--- src/rtl/bus_capture_pkg.sv ---
// bus_capture_pkg: shared types, constants and helper functions for the
// bus_capture block.
//   bus_state_t      per-cycle bus classification
//   CNT_W / CNT_MAX  width and saturation value of the error counters
//   onehot_to_index  index of the set bit of a (zero-extended) enable vector
//   popcount_ge2     true when two or more enable bits are set
package bus_capture_pkg;

    typedef enum logic [1:0] {
        BUS_IDLE,
        BUS_SINGLE,
        BUS_CONFLICT
    } bus_state_t;

    localparam int         CNT_W   = 8;
    localparam logic [7:0] CNT_MAX = 8'd255;

    // Enable vectors are zero-extended to the 16-driver maximum so one
    // function body serves every NUM_DRIVERS setting.
    function automatic logic [3:0] onehot_to_index(input logic [15:0] v);
        logic [3:0] idx;
        idx = 4'd0;
        for (int i = 0; i < 16; i++) begin
            if (v[i]) idx = 4'(i);
        end
        return idx;
    endfunction

    // Clearing the lowest set bit leaves something only if a second bit was set.
    function automatic logic popcount_ge2(input logic [15:0] v);
        return (v & (v - 16'd1)) != 16'd0;
    endfunction

endpackage

--- src/rtl/bus_capture_fifo.sv ---
// bus_capture_fifo: parameterised synchronous show-ahead FIFO.
//   clk, rst (sync, active-low)
//   push/din   write request and data; accepted when not full, or when full
//              with a pop in the same cycle
//   pop        read request; ignored when empty
//   dout       head entry (zero while empty), full, empty status
// Pointers carry an extra wrap bit: equal -> empty, same index with differing
// wrap bit -> full.
module bus_capture_fifo #(
    parameter int W     = 8,
    parameter int DEPTH = 4
) (
    input  logic         clk,
    input  logic         rst,
    input  logic         push,
    input  logic         pop,
    input  logic [W-1:0] din,
    output logic [W-1:0] dout,
    output logic         full,
    output logic         empty
);
    localparam int AW = $clog2(DEPTH);

    logic [W-1:0] mem [DEPTH];
    logic [AW:0]  wr_ptr, rd_ptr;
    logic         do_push, do_pop;

    assign empty   = (wr_ptr == rd_ptr);
    assign full    = (wr_ptr[AW] != rd_ptr[AW]) && (wr_ptr[AW-1:0] == rd_ptr[AW-1:0]);
    assign do_pop  = pop && !empty;
    assign do_push = push && (!full || do_pop);

    // Head is forced to zero while empty so stale storage never shows.
    assign dout = empty ? '0 : mem[rd_ptr[AW-1:0]];

    always_ff @(posedge clk) begin
        if (!rst) begin
            wr_ptr <= '0;
            rd_ptr <= '0;
        end else begin
            if (do_push) wr_ptr <= wr_ptr + 1'b1;
            if (do_pop)  rd_ptr <= rd_ptr + 1'b1;
        end
    end

    always_ff @(posedge clk) begin
        if (do_push && rst) mem[wr_ptr[AW-1:0]] <= din;
    end

endmodule

--- src/rtl/bus_capture.sv ---
// bus_capture: reader end of a shared tri-state switched bus.
// Each cycle the driver enable vector is classified as idle, single-driver
// or contention. Single-driver values are queued with their source index and
// drained through a valid/ready port; contention and FIFO overflow feed a
// sticky flag and two saturating counters.
//   clk, rst (sync, active-low)
//   bus_in, drv_en                     observed bus value and driver enables
//   out_data, out_src, out_valid       FIFO head; out_ready pops it
//   clr_err                            clears contention and both counters
//   contention, conflict_cnt, drop_cnt error reporting
// Optional: define BUS_CAPTURE_DEDUP_EN to suppress a SINGLE cycle whose
// {src,data} repeats the previous cycle's SINGLE capture.
module bus_capture
    import bus_capture_pkg::*;
#(
    parameter  int BIT_WIDTH   = 8,
    parameter  int NUM_DRIVERS = 4,
    parameter  int DEPTH       = 4,
    localparam int SRC_W       = $clog2(NUM_DRIVERS)
) (
    input  logic                   clk,
    input  logic                   rst,
    input  logic [BIT_WIDTH-1:0]   bus_in,
    input  logic [NUM_DRIVERS-1:0] drv_en,
    output logic [BIT_WIDTH-1:0]   out_data,
    output logic [SRC_W-1:0]       out_src,
    output logic                   out_valid,
    input  logic                   out_ready,
    input  logic                   clr_err,
    output logic                   contention,
    output logic [CNT_W-1:0]       conflict_cnt,
    output logic [CNT_W-1:0]       drop_cnt
);
    typedef struct packed {
        logic [SRC_W-1:0]     src;
        logic [BIT_WIDTH-1:0] data;
    } entry_t;

    bus_state_t  bus_state;
    logic [15:0] en16;
    logic [3:0]  idx_full;
    entry_t      cur, head;
    logic        dup, push_req, pop, full, empty, drop;

    assign en16     = 16'(drv_en);
    assign idx_full = onehot_to_index(en16);
    assign cur.src  = idx_full[SRC_W-1:0];
    assign cur.data = bus_in;

    always_comb begin
        bus_state = BUS_IDLE;
        if (popcount_ge2(en16))  bus_state = BUS_CONFLICT;
        else if (en16 != 16'd0)  bus_state = BUS_SINGLE;
    end

`ifdef BUS_CAPTURE_DEDUP_EN
    // Last SINGLE capture; any non-SINGLE cycle breaks the run.
    entry_t last_entry;
    logic   last_vld;

    always_ff @(posedge clk) begin
        if (!rst) begin
            last_entry <= '0;
            last_vld   <= 1'b0;
        end else if (bus_state == BUS_SINGLE) begin
            last_entry <= cur;
            last_vld   <= 1'b1;
        end else begin
            last_vld   <= 1'b0;
        end
    end

    assign dup = last_vld && (last_entry == cur);
`else
    assign dup = 1'b0;
`endif

    assign pop      = out_valid && out_ready;
    assign push_req = (bus_state == BUS_SINGLE) && !dup;
    // A full FIFO still accepts when the head leaves in the same cycle.
    assign drop     = push_req && full && !pop;

    bus_capture_fifo #(
        .W     ($bits(entry_t)),
        .DEPTH (DEPTH)
    ) u_fifo (
        .clk   (clk),
        .rst   (rst),
        .push  (push_req),
        .pop   (pop),
        .din   (cur),
        .dout  (head),
        .full  (full),
        .empty (empty)
    );

    assign out_valid = !empty;
    assign out_data  = head.data;
    assign out_src   = head.src;

    // clr_err wins over increments, except that a same-cycle conflict is
    // still recorded as the first event after the clear.
    always_ff @(posedge clk) begin
        if (!rst) begin
            contention   <= 1'b0;
            conflict_cnt <= '0;
            drop_cnt     <= '0;
        end else if (clr_err) begin
            contention   <= (bus_state == BUS_CONFLICT);
            conflict_cnt <= (bus_state == BUS_CONFLICT) ? CNT_W'(1) : '0;
            drop_cnt     <= '0;
        end else begin
            if (bus_state == BUS_CONFLICT) begin
                contention <= 1'b1;
                if (conflict_cnt != CNT_MAX) conflict_cnt <= conflict_cnt + 1'b1;
            end
            if (drop && drop_cnt != CNT_MAX) drop_cnt <= drop_cnt + 1'b1;
        end
    end

endmodule

--- config.mk ---
export PLATFORM = sky130hd
export DESIGN_NAME = bus_capture
export DESIGN_NICKNAME = d
export VERILOG_FILES = /design/src/rtl/bus_capture_pkg.sv /design/src/rtl/bus_capture_fifo.sv /design/src/rtl/bus_capture.sv
export SDC_FILE = /design/constraint.sdc
export NUM_CORES = 1
export LEC_CHECK = 0
export BUFFER_PORTS_ARGS = -buffer_cell sky130_fd_sc_hd__clkbuf_2
export CAP_MARGIN = 20
export CORE_ASPECT_RATIO = 1.4
export CORE_MARGIN = 2
export CORE_UTILIZATION = 40
export DETAILED_ROUTE_END_ITERATION = 16
export SYNTH_ARGS = -nofsm -noshare
export SYNTH_HDL_FRONTEND = slang
export SYNTH_SLANG_ARGS = --single-unit
--- constraint.sdc ---
create_clock -name clk -period 2.7 [get_ports clk]
set_input_delay 0.405 -clock clk [delete_from_list [all_inputs] [get_ports clk]]
set_output_delay 0.405 -clock clk [all_outputs]
set_load 0.1 [all_outputs]
---- After elaboration in Yosys (flattened, before gate mapping) ----
Memory sizes are Yosys's and may differ from the RTL's. A register that Yosys moved wholly into a read port is not among the register bits.
Index checks and enable logic that the tools add are counted.
storage, ports and cells
  flip-flop bits (word level) ............. 23
  bits in writable memories ............... 40
  output and inout bits ................... 28
  word-level logic and storage cells ...... 54
  memories kept ........................... 1
memory list
  memory      words  width  rd ports  clocked after Yosys merged registers in  write ports  line                    source
  u_fifo.mem  4      10     1         1                                        1            bus_capture_fifo.sv:24  logic [W-1:0] mem [DEPTH];
operators by class
  add/sub/neg operators ................... 5
  eq/ne operators ......................... 7
  multiplexer cells ....................... 16
  bitwise logic cells ..................... 2
  reduce and logical (&&, ||, !) cells .... 18
operator list
  kind                 number
  $reduce_bool 16->1   2
  $mux 8               3
  $add 8x1->8 const B  2
  $and 4x16->16        1
  $ne 8x8->1 const B   2
  $mux 10              1
  $mux 2               5
  $logic_and 1x1->1    8
  $mux 1               7
  $add 3x1->3 const B  2
  $sub 4x1->5 const B  1
  $reduce_bool 2->1    2
  $eq 3x3->1           1
  $logic_not 1->1      3
  $eq 2x1->1 const B   1
  $eq 2x2->1           1
  $eq 2x2->1 const B   1
  $reduce_and 2->1     1
  $reduce_or 2->1      1
  $logic_or 1x1->1     1
  $ne 1x1->1           1
  $not 1->1            1

---- Logic depth before layout (Yosys ltp) ----
  word-level depth ........................ 9
  depth in mapped cells ................... 6

---- By module ----
From an unflattened synthesis, not the netlist that was laid out.
second synthesis, totals
  cells, all modules ...................... 238
  area total of the unflattened synthesis .. 3,009.1 sq um
modules (own cells, without submodules)
  module            instances  cells each  area an instance (sq um)  seq. area each (sq um)
  bus_capture_fifo  1          118         2,015.7                   1,361.3
  bus_capture       1          120         993.5                     340.3

---- Worst setup path after synthesis ----
OpenSTA, ideal clock, no wires.
  kind .................................... reg2out
  from .................................... register u_fifo.rd_ptr[2]
  to ...................................... output port out_data[0]
  arrival ................................. 2,515 ps
  setup slack ............................. -220 ps
  cell stages (with the launch flop) ...... 5
  path through ............................ dfxtp_1 > xor2_1 > nand3b_1 > clkbuf_1 > and2_1
between the ends
  longest elaborated chain between the ends .. 2
ends and longest elaborated chain
  item                      line                    source
  start: declaration        bus_capture_fifo.sv:25  logic [AW:0] wr_ptr, rd_ptr;
  start signal: assignment  bus_capture_fifo.sv:42  if (do_pop) rd_ptr <= rd_ptr + 1'b1;
  $eq 3x3->1                bus_capture_fifo.sv:28  assign empty = (wr_ptr == rd_ptr);
  $mux 10                   bus_capture_fifo.sv:34  assign dout = empty ? '0 : mem[rd_ptr[AW-1:0]];
  end: declaration          bus_capture.sv:25       output logic [BIT_WIDTH-1:0] out_data,
No other way between the ends.

==> results_dict.tcl <==
set metrics [dict create \
    status "finished clean" \
    first_iter_violations 129 \
    cpLargestDelayFamily "buffers and inverters" \
    min_to "u_fifo.mem[1][1]" \
    synth_fp_nets 236 \
    sw_frac_of_total_pct 33.1 \
    drv_slew 0 \
    skew_ns 0.00696 \
    drt-pass1-iter-count 6 \
    end_kind "output port" \
    internal_power_w 0.00185 \
    cts_buffers 9 \
    ctsHoldBuffers 0 \
    cts_tree "built" \
    slew_headroom_pct 60.6 \
    drv_cap 0 \
    grt_max_degree 16 \
    power.total_w 0.00276 \
    ys_seq_area_share_pct 60.8 \
    hpwlAfterDp_mm 3.56 \
    core_area_sq_um 6890 \
    row_count 36 \
    grt_pass1_vias 1809 \
    rsz0062_at_grt "false" \
    peakVddDrop_mv 0.302 \
    finalNonFillerCells 362 \
    path_cells "buf_4, mux4_2, and2_1, clkbuf_2" \
    yosys_warnings 0 \
    start_util_pct 40.6 \
    synth_edf_count 40 \
    wl_per_cell_um 13.7 \
    setup_violations 0 \
    clockRootBuffer "clkbuf_8" \
    htreeDepth 3 \
    timing.rr.start "u_fifo.wr_ptr[0]" \
    share_comb_of_total_power_pct 24.3 \
    drc_errors 0 \
    tns_ns 0 \
    pin_count 44 \
    hold_viol 0 \
    final_nets 285 \
    r2r_cells 4 \
    hold_class "input port to flop" \
    tightestPinTransition_ns 0.591 \
    die_h_um 103 \
    crit_buf_inv 2 \
    period_minus_slack_ns 2.36 \
    synth-async-reset-ratio_pct 0 \
    synth.cell_area_sq_um 2800 \
    p_clk_share_pct 35.8 \
    cp.required_ns 2.30 \
    area_growth_pct 20.1 \
    clk_path_buf_depth 2 \
    r2r_slack_ns 0.80 \
    netlist.area_leader.share_pct 42.9 \
    diodes 0 \
    gp_congestion 0.772 \
    cp-start-kind "flop" \
    synth_ff_type "edfxtp_1" \
    arrival_ns 1.96 \
    via_per_inst 4.93 \
    hp-start "bus_in[1]" \
    synth_top_area_cell "edfxtp_1" \
    drive_above_1_share_pct 28.5 \
    post_cts_buffers 0 \
    max_freq_ghz 0.423 \
    synth.top_cells.by_count "edfxtp_1 (40), dfxtp_1 (25), nor2_1 (17)" \
    synth_most_common_cell "edfxtp_1" \
    cp_slowest_stage_delay_ns 0.54 \
    reg2reg_to "u_fifo.mem[1][9]" \
    grt_pass1_wl_mm 8.42 \
    die_w_um 74.7 \
    p_sw_w 0.000912 \
    seqPwrFrac_pct 39.9 \
    cts_resized 0 \
    dp.cells 346 \
    whs_path_depth 1 \
    synth_cell_types 38 \
    grtUsageTotal_pct 15.0 \
    synth_area_leaders "edfxtp_1 (43%), dfxtp_1 (18%), mux4_2 (8.0%)" \
    period_share_pct 87.6 \
    avgSynthCellArea_sq_um 13.1 \
    crit_fanout 10 \
    die_area_sq_um 7700 \
    power.density_nw_per_um2 820 \
    ant_nets 0 \
    crit_slowest_cell "mux4_2" \
    yosys_register_bits 65 \
    worstSetupPathType "flop to output port" \
    portBuffers 43 \
    vias 1783 \
    syn_inst 213 \
    grt_overflow 0 \
    insertion_delay_ns 0.34 \
    wirelength_mm 4.96 \
    n_fill_cell 645 \
    cellLeakagePower_nw 1.22 \
    antenna_found_initial 0 \
    path_clk_slew_ns 0.07 \
    cts_sinks 65 \
]
## final cells by class
cell class              count  area [sq um]  share of cell area, %
flip-flops and latches     65          1700                   50.6
multi-input cells         136          1050                   31.3
repair buffers             45           230                   6.85
clock buffers               9           124                   3.68
well taps                  95           119                   3.53
clock inverters             7           118                   3.50
inverters                   5          18.8                  0.558
## kinds of logic after synthesis
family / after synthesis / synth area share, %
flip-flops: 65 / 60.8
adder cells (fa/ha/maj): 8 / 3.49
AND/OR/NAND/NOR: 82 / 16.1
XOR/XNOR: 15 / 4.69
multiplexers: 14 / 9.47
buffers and inverters: 12 / 1.65
AO/OA/AOI/OAI: 17 / 3.80
## per-layer routing
layer | track usage [%] | wire length [um] | up-vias | part of all wire [%]
met1 | 16.1 | 2040 | 839 | 41
met5 | 0 | 0 | - | 0
li1 | - | - | 889 | -
met3 | 4.59 | 206 | 8 | 4.2
met2 | 26.2 | 2620 | 47 | 53
met4 | 7.42 | 96 | 0 | 1.9
## cell usage in the layout, fill, tap and decap left out, types with 3 or more instances in the layout
master and instances:
ha_1 7, bufinv_16 3, nor4b_1 3, mux2i_1 4, nor3_1 5, nand2b_1 3, clkbuf_2 43, nand2_1 13
mux4_2 10, nand3_1 4, a21oi_1 6, edfxtp_1 40, and3_1 4, dfxtp_1 25, nor4_1 4, xnor2_1 13
nor2_1 17, o21ai_0 5, clkbuf_8 9, or3_1 3, nand4_1 3, and2_1 14, inv_1 5
## power by group through the flow
stage / logic, W / clock network, W / registers, W
after global routing: 0.000714 / 0.00106 / 0.00110
after floorplan: 0.000553 / 0 / 0.00114
after detailed placement: 0.000681 / 0 / 0.00112
after CTS: 0.000682 / 0.00102 / 0.00110
after global placement: 0.000677 / 0 / 0.00112
final: 0.000671 / 0.000986 / 0.00110
## state kept, by name, summed over array words and instances, names as in the netlist, named ones only
signal / cells
drop_cnt: 8
conflict_cnt: 8
contention: 1
u_fifo.mem: 40
u_fifo.wr_ptr: 3
u_fifo.rd_ptr: 3
## worst max path at each step
stage | start | endpoint | slack, ns | cells past startpoint
after floorplan | u_fifo.rd_ptr[2] | out_data[0] | 0.27 | 4
after global routing | u_fifo.wr_ptr[0] | out_src[1] | 0.16 | 4
final | flop | out_data[3] | 0.34 | 4
after CTS | u_fifo.wr_ptr[1] | out_src[0] | 0.27 | 4
after global placement | drv_en[2] | u_fifo.mem[1][5] | 0.46 | 5
after detailed placement | drv_en[2] | u_fifo.mem[1][5] | 0.40 | 5
## per-stage QoR
step	utilization (%)	setup slack, ns	hold WS (ns)	cell area, sq um
global route	48.8	0.165	0.277	3360
finish	48.8	0.336	0.286	3360
detailed placement	45.3	0.399	0.484	3120
floorplan	-	0.273	0.457	2800
CTS	48.8	0.266	0.275	3360
global placement	45.3	0.463	0.468	3120
Power figures use the tool's default switching activity.
